`src/rtl/gameshow_round_ctrl.sv`:
```
// gameshow_round_ctrl: buzzer round arbiter with round-robin tie break,
// per-player lockout and a per-answer countdown.
// Optional feature macro: GAMESHOW_FALSE_START_EN (buzzes while idle lock
// the player out of the next round).
module gameshow_round_ctrl #(
  parameter int N_PLAYERS     = 6,
  parameter int ANSWER_CYCLES = 16
) (
  input  logic                 clk,
  input  logic                 rst,
  input  logic                 arm,
  input  logic [N_PLAYERS-1:0] buzz,
  input  logic                 judge_ok,
  input  logic                 judge_bad,
  output logic [N_PLAYERS-1:0] winner,
  output logic [N_PLAYERS-1:0] lockout,
  output logic [1:0]           state,
  output logic                 timeout,
  output logic                 round_over
);

  localparam int PW = (N_PLAYERS > 1) ? $clog2(N_PLAYERS) : 1;
  localparam int TW = (ANSWER_CYCLES > 1) ? $clog2(ANSWER_CYCLES) : 1;
  localparam logic [TW-1:0] TIMER_LOAD = TW'(ANSWER_CYCLES - 1);

  typedef enum logic [1:0] {
    S_IDLE   = 2'd0,
    S_OPEN   = 2'd1,
    S_ANSWER = 2'd2,
    S_DONE   = 2'd3
  } state_t;

  state_t               state_q;
  logic [N_PLAYERS-1:0] winner_q;
  logic [N_PLAYERS-1:0] lockout_q;
  logic                 timeout_q;
  logic [PW-1:0]        ptr_q;
  logic [TW-1:0]        timer_q;

`ifdef GAMESHOW_FALSE_START_EN
  logic [N_PLAYERS-1:0] false_start_q;
`endif

  // Arbitration helpers
  logic [N_PLAYERS-1:0] eligible;
  logic                 grant_found;
  logic [N_PLAYERS-1:0] grant_onehot;
  logic [PW-1:0]        ptr_d;
  logic [N_PLAYERS-1:0] lockout_d;
  logic                 all_locked;
  int                   cand;
  int                   grant_idx;

  assign eligible = buzz & ~lockout_q;

  // Round-robin search: first eligible player at or above ptr, wrapping
  always_comb begin
    grant_found  = 1'b0;
    grant_onehot = '0;
    grant_idx    = 0;
    cand         = 0;
    for (int k = 0; k < N_PLAYERS; k++) begin
      cand = int'(ptr_q) + k;
      if (cand >= N_PLAYERS) begin
        cand = cand - N_PLAYERS;
      end
      if (!grant_found && eligible[cand]) begin
        grant_found        = 1'b1;
        grant_idx          = cand;
        grant_onehot[cand] = 1'b1;
      end
    end
  end

  // Pointer moves just past the granted player so ties rotate fairly
  always_comb begin
    if (grant_idx >= N_PLAYERS - 1) begin
      ptr_d = '0;
    end else begin
      ptr_d = PW'(grant_idx + 1);
    end
  end

  // Lockout after the current answerer fails, and whether anyone is left
  assign lockout_d  = lockout_q | winner_q;
  assign all_locked = &lockout_d;

  // Round FSM with registered outputs
  always_ff @(posedge clk) begin
    if (rst) begin
      state_q   <= S_IDLE;
      winner_q  <= '0;
      lockout_q <= '0;
      timeout_q <= 1'b0;
      ptr_q     <= '0;
      timer_q   <= '0;
`ifdef GAMESHOW_FALSE_START_EN
      false_start_q <= '0;
`endif
    end else begin
      timeout_q <= 1'b0;
      case (state_q)
        S_IDLE, S_DONE: begin
          if (arm) begin
            winner_q <= '0;
`ifdef GAMESHOW_FALSE_START_EN
            // Early buzzers start the round already locked out
            lockout_q     <= false_start_q;
            false_start_q <= '0;
            state_q       <= (&false_start_q) ? S_DONE : S_OPEN;
`else
            lockout_q <= '0;
            state_q   <= S_OPEN;
`endif
          end
`ifdef GAMESHOW_FALSE_START_EN
          else begin
            false_start_q <= false_start_q | buzz;
          end
`endif
        end

        S_OPEN: begin
          if (grant_found) begin
            winner_q <= grant_onehot;
            timer_q  <= TIMER_LOAD;
            ptr_q    <= ptr_d;
            state_q  <= S_ANSWER;
          end
        end

        S_ANSWER: begin
          if (judge_ok) begin
            // Correct answer: winner stays on display through DONE
            state_q <= S_DONE;
          end else if (judge_bad || (timer_q == '0)) begin
            // Wrong answer or expiry; a judge input suppresses the timeout
            lockout_q <= lockout_d;
            winner_q  <= '0;
            timeout_q <= ~judge_bad;
            state_q   <= all_locked ? S_DONE : S_OPEN;
          end else begin
            timer_q <= timer_q - 1'b1;
          end
        end

        default: begin
          state_q <= S_IDLE;
        end
      endcase
    end
  end

  assign winner     = winner_q;
  assign lockout    = lockout_q;
  assign state      = state_q;
  assign timeout    = timeout_q;
  assign round_over = (state_q == S_DONE);

endmodule

```
`config.mk`:
```
export PLATFORM = sky130hd
export DESIGN_NAME = gameshow_round_ctrl
export DESIGN_NICKNAME = d
export VERILOG_FILES = /design/src/rtl/gameshow_round_ctrl.sv
export SDC_FILE = /design/constraint.sdc
export NUM_CORES = 1
export LEC_CHECK = 0
export CAP_MARGIN = 30
export CORE_UTILIZATION = 30
export CTS_BUF_LIST = sky130_fd_sc_hd__clkbuf_8
export DETAILED_ROUTE_END_ITERATION = 6
export GPL_TIMING_DRIVEN = 0
export PLACE_DENSITY_LB_ADDON = 0.3
export SETUP_SLACK_MARGIN = 0.3
export SLEW_MARGIN = 20
export SYNTH_ARGS = -nofsm -noshare
export SYNTH_HDL_FRONTEND = slang
export SYNTH_SLANG_ARGS = --single-unit
```
`constraint.sdc`:
```
create_clock -name clk -period 6.4 [get_ports clk]
set_clock_uncertainty 0.05 [all_clocks]
set_input_delay 0.96 -clock clk [delete_from_list [all_inputs] [get_ports clk]]
set_output_delay 0.96 -clock clk [all_outputs]
set_load 0.05 [all_outputs]
```
== Word-level counts from Yosys, hierarchy flattened ==
Index checks and enable logic that the tools add are counted.
Operators by class
  add/subtract/negate cells: 13
  multiplexer cells: 73
  eq/ne operators: 9
  order comparisons: 19
  reduce and logical (&&, ||, !) cells: 29
  bitwise operators: 11
Operators with widths (number)
  2-to-1 mux 32 bit: 12
  >= comparator 32 x 1 -> 1 bit, second input constant: 6
  less-than comparator 32 x 5 -> 1 bit, second input constant: 6
  2-to-1 mux 6 bit: 12
  OR 6 bit: 6
  >= comparator 32 x 4 -> 1 bit, second input constant: 1
  subtractor 4 x 3 -> 5 bit, second input constant: 5
  2-to-1 mux 1 bit: 24
  >= comparator 4 x 3 -> 1 bit, second input constant: 5
  binary-select mux 1 bit (select 3 bit): 6
  demux 1 bit (select 3 bit): 6
  case mux 6 bit (3 select lines): 1
  2-to-1 mux 4 bit: 3
  case mux 6 bit (2 select lines): 1
  AND reduction 4 bit: 3
  logical AND 1 bit: 11
  2-to-1 mux 2 bit: 5
  inequality test 2 bit, second input constant: 5
  adder 3 x 2 -> 4 bit, second input constant: 2
  adder 3 x 3 -> 4 bit, second input constant: 2
  case mux 4 bit (2 select lines): 1
  bitwise AND 6 bit: 1
  NOT 6 bit: 1
  case mux 2 bit (3 select lines): 1
  20 further kinds: 28
Storage, ports and cells
  register bits: 22
  logic and storage cells: 160
  input bits: 11
  output and inout bits: 16

== Longest topological paths before layout ==
  depth in word-level cells: 23
  mapped depth: 22
  gate-level depth less buffers: 19

== Worst setup path before layout ==
No wires, ideal clock.
  kind: register -> register
  from: register ptr_q[0]
  to: register ptr_q[2]
  required time: 6.209 ns
  library setup time: 0.141 ns
  cell stages (with the launch flop): 23
  clock period less this slack: 4.691 ns
  path slack: 1.709 ns
  buffers on the path: 4
  data arrival time: 4.499 ns
  cell sequence: dfxtp_1 > buf_6 > buf_6 > buf_2 > clkinv_1 > ha_1 > buf_1 > inv_2 > ha_1 > inv_1 > ha_1 > a21boi_2 > nor4_2 > o32a_1 > nor3b_1 > nand3_2 > a32o_1 > inv_1 > ha_1 > inv_1 > a41o_1 > a211oi_1 > a2111oi_2
Between the ends
  longest elaborated chain between the ends: 23
  elaborated cells on any way between the ends: 67
  those cells by class: add/sub: 12; order compare: 7; mux: 37; reduce/logical: 11
Ends and longest elaborated chain
  start, declared: line 37  | logic [PW-1:0] ptr_q;
  start signal, assigned: line 127  | ptr_q <= ptr_d;
  parallel branches: the longest is 23 deep, another holds subtractor 4 x 3 -> 5 bit
Several ways; the timed one is not identified. The select of a mux whose other input is x is not followed.
A chain may end at the register's enable or synchronous reset.

== Worst setup path in the final report ==
Same ends and word-level chain as after synthesis.

==> results.py <==
metrics = {
    "worst_setup_path": {
        "arrival_ns": 5.83,
        "crit_path_end_kind": "flip-flop",
        "reg2reg_slack_ns": 0.66,
        "startpoint_type": "flip-flop",
        "crit_type": "reg -> reg",
        "r2r_start": "ptr_q[0]",
        "cp_max_fo": 10,
        "critPathRequiredTime_ns": 6.49,
        "rr_endpoint": "ptr_q[2]",
        "rr_worst_depth": 22,
    },
    "power_and_ir_drop": {
        "ir_drop_uv": 147.2,
        "leakage_nw": 1.210,
        "power_density_nw_per_um2": 378.5,
    },
    "hold_path": {
        "hp-class": "reg -> reg",
        "holdPathEnd": "timer_q[3]",
        "hold_start": "timer_q[3]",
        "hold_depth": 1,
    },
    "synth": {
        "synth_fa_ha_area_frac": 0.1024,
        "yosys.area_share.simple": 0.2579,
        "netlist_instances": 339,
        "synth_top_area_frac": 0.1639,
        "muxShareOfSynthArea": 0.03864,
        "synth.top_cells.by_area": "dfxtp_1, ha_1, nor2_1, nand2_1, inv_1",
        "synth-seq-area-share": 0.1639,
        "synth-seq-cells": 22,
        "ys_async_sr_fraction": 0,
        "synth_edf_count": 0,
        "synth.distinct_cells": 80,
        "yosysTopAreaCell": "dfxtp_1",
        "synth_top_family_by_area": "compound AO/OA/AOI/OAI gates",
        "synth_fp_nets": 372,
        "yosysWarnings": 0,
        "synth_area_per_cell_um2": 7.928,
        "synth_xor_area_frac": 0.02281,
        "synth_compound_area_frac": 0.3529,
        "synth_flop_cell": "dfxtp_1",
        "netlist_area_um2": 2688,
    },
    "floorplanning": {
        "num_rows": 34,
        "die_h_um": 96.65,
        "core_um2": 8678,
        "dieArea_um2": 9341,
        "start_util": 0.3097,
        "die_w_um": 96.65,
        "io_pins": 27,
    },
    "cells_and_area": {
        "drive_above_1_share": 0.1033,
        "final_cell_area_um2": 3144,
        "mostFrequentLayoutCells": "nor2_1, nand2_1, clkdlybuf4s50_1",
        "layout_commonest_cell": "nor2_1",
        "final_net_count": 402,
        "antenna-diode-count": 0,
        "syn2layout_area_growth_pct": 16.99,
        "nFillCells": 944,
    },
    "detailed_routing": {
        "detail-route-antenna-nets": 0,
        "wl_per_cell_um": 15.94,
        "viasPerCell": 5.645,
        "vias": 2687,
        "drtIter0Drc": 214,
        "wl_um": 7586,
        "drt_pass1_iterations": 5,
        "route.detailed.drc": 0,
    },
    "global_route": {
        "grtUsageTotal": 0.1582,
        "grt-ovfl-total": 0,
        "grt_start_max_net_pins": 14,
        "grt_antenna_before_repair": 0,
        "grt_pass1_wl_um": 12520,
        "grt_pass1_vias": 2519,
    },
    "clock_tree": {
        "cts.sinks": 22,
        "clockBufferDepth": 2,
        "cts_buffers": 3,
        "clk_pin_slew_ns": 0.09,
        "clock_latency_ns": 0.26,
        "cts_setup_buffers": 0,
        "root_buffer": "clkbuf_8",
        "htreeDepth": 1,
        "cts.hold.buffers_added": 0,
        "cts_tree": "built",
        "ctsResizeCount": 0,
    },
    "placed_design": {
        "place_area_um2": 3073,
        "globalplace.congestion": 0.8982,
        "hpwlAfterDp_um": 6002,
        "port_buffers": 25,
    },
    "timing": {
        "post-route-period-util": 0.8971,
        "finalHoldViolations": 0,
        "drv_slew": 0,
        "worst_pin_slew_ns": 0.6219,
        "rsz0062_at_grt": "no",
        "fin_hold_ws_ns": 0.4550,
        "maxSlewHeadroom": 0.5854,
        "fin_crit_ns": 5.742,
        "final-setup-viol-count": 0,
        "setup_tns_ns": 0,
        "clock.fmax_mhz": 174.2,
    },
    "job": {
        "drv_cap": 0,
    },
    "status": {
        "status": "finished clean",
    },
}
## power breakdown
group	leakage, nW	total, mW	internal [mW]	switching (mW)
registers	0.179	0.176	0.154	0.0217
logic	0.995	0.883	0.330	0.554
clock network	0.0357	0.131	0.0835	0.0472
## cell usage after synthesis (4+ instances only)
master,number
a211oi_1,4
a21oi_1,15
a22o_1,4
a22oi_1,7
a31oi_1,5
a32oi_1,6
and2_1,7
clkbuf_1,5
dfxtp_1,22
ha_1,22
inv_1,22
mux2i_1,7
nand2_1,25
nand2b_1,8
nand3_1,10
nand3b_1,4
nand4_1,4
nor2_1,33
nor2b_1,6
nor3_1,9
nor3b_1,4
o211a_1,5
o21ai_0,14
o22ai_1,4
xnor2_1,4
## sequential cells by signal (all words and copies together) (netlist names)
signal	flops
ptr_q	3
timer_q	4
timeout	1
state	2
lockout	6
winner	6
## layout make-up
cell class,count,area (um^2),share of cell area
inverters,24,90.09,0.02865
well taps,108,135.1,0.04298
plain buffers,13,75.07,0.02388
flip-flops and latches,22,440.4,0.1401
multi-input cells,280,2082,0.6622
repair buffers,25,250.2,0.07959
clock buffers,3,41.29,0.01313
clock inverters,1,30.03,0.009550
## how the worst max path moves through the flow
stage / from / end / cells after the start
5_1_grt: ptr_q[0] / ptr_q[2] / 22
3_5_place_dp: ptr_q[0] / ptr_q[2] / 22
4_1_cts: ptr_q[0] / ptr_q[2] / 22
6_report: ptr_q[0] / ptr_q[2] / 22
2_1_floorplan: ptr_q[0] / ptr_q[2] / 22
3_3_place_gp: ptr_q[0] / ptr_q[2] / 22
## metrics by stage
step,util,total power [mW],setup slack (ns),cells
after floorplan,-,0.8568,1.709,339
after global placement,0.3541,1.036,0.7299,472
after detailed placement,0.3541,1.042,0.7591,472
after CTS,0.3623,1.178,0.7040,476
after global routing,0.3623,1.285,0.3009,476
final,0.3623,1.190,0.6585,476
## kinds of logic (layout without fill, tap and decap cells)
logic type | Yosys count | count (layout)
simple gates | 130 | 130
compound gates | 112 | 112
buf+inv | 37 | 66
fa+ha+maj | 22 | 22
flops | 22 | 22
mux | 9 | 9
xor+xnor | 7 | 7
## metal layers
| metal | vias up | track usage | part of all wire |
|---|---|---|---|
| met5 | - | 0 | 0 |
| met4 | 0 | 0.03674 | 0.0088 |
| met3 | 8 | 0.009393 | 0.031 |
| met2 | 64 | 0.2649 | 0.47 |
| met1 | 1279 | 0.2218 | 0.49 |
| li1 | 1336 | - | - |
## worst max-delay path, cell delays in order, from the launching register on
cell	delay (ns)
dfxtp_1	0.43
buf_6	0.17
buf_6	0.16
buf_2	0.28
clkinv_1	0.30
ha_1	0.52
buf_1	0.42
inv_2	0.21
ha_1	0.24
inv_1	0.05
ha_1	0.23
a21boi_2	0.34
nor4_2	0.10
o32a_1	0.39
nor3b_1	0.38
nand3_2	0.23
a32o_1	0.32
inv_1	0.07
ha_1	0.13
inv_1	0.03
a41o_1	0.19
a211oi_1	0.29
a2111oi_2	0.09
Power figures use the tool's default switching activity.
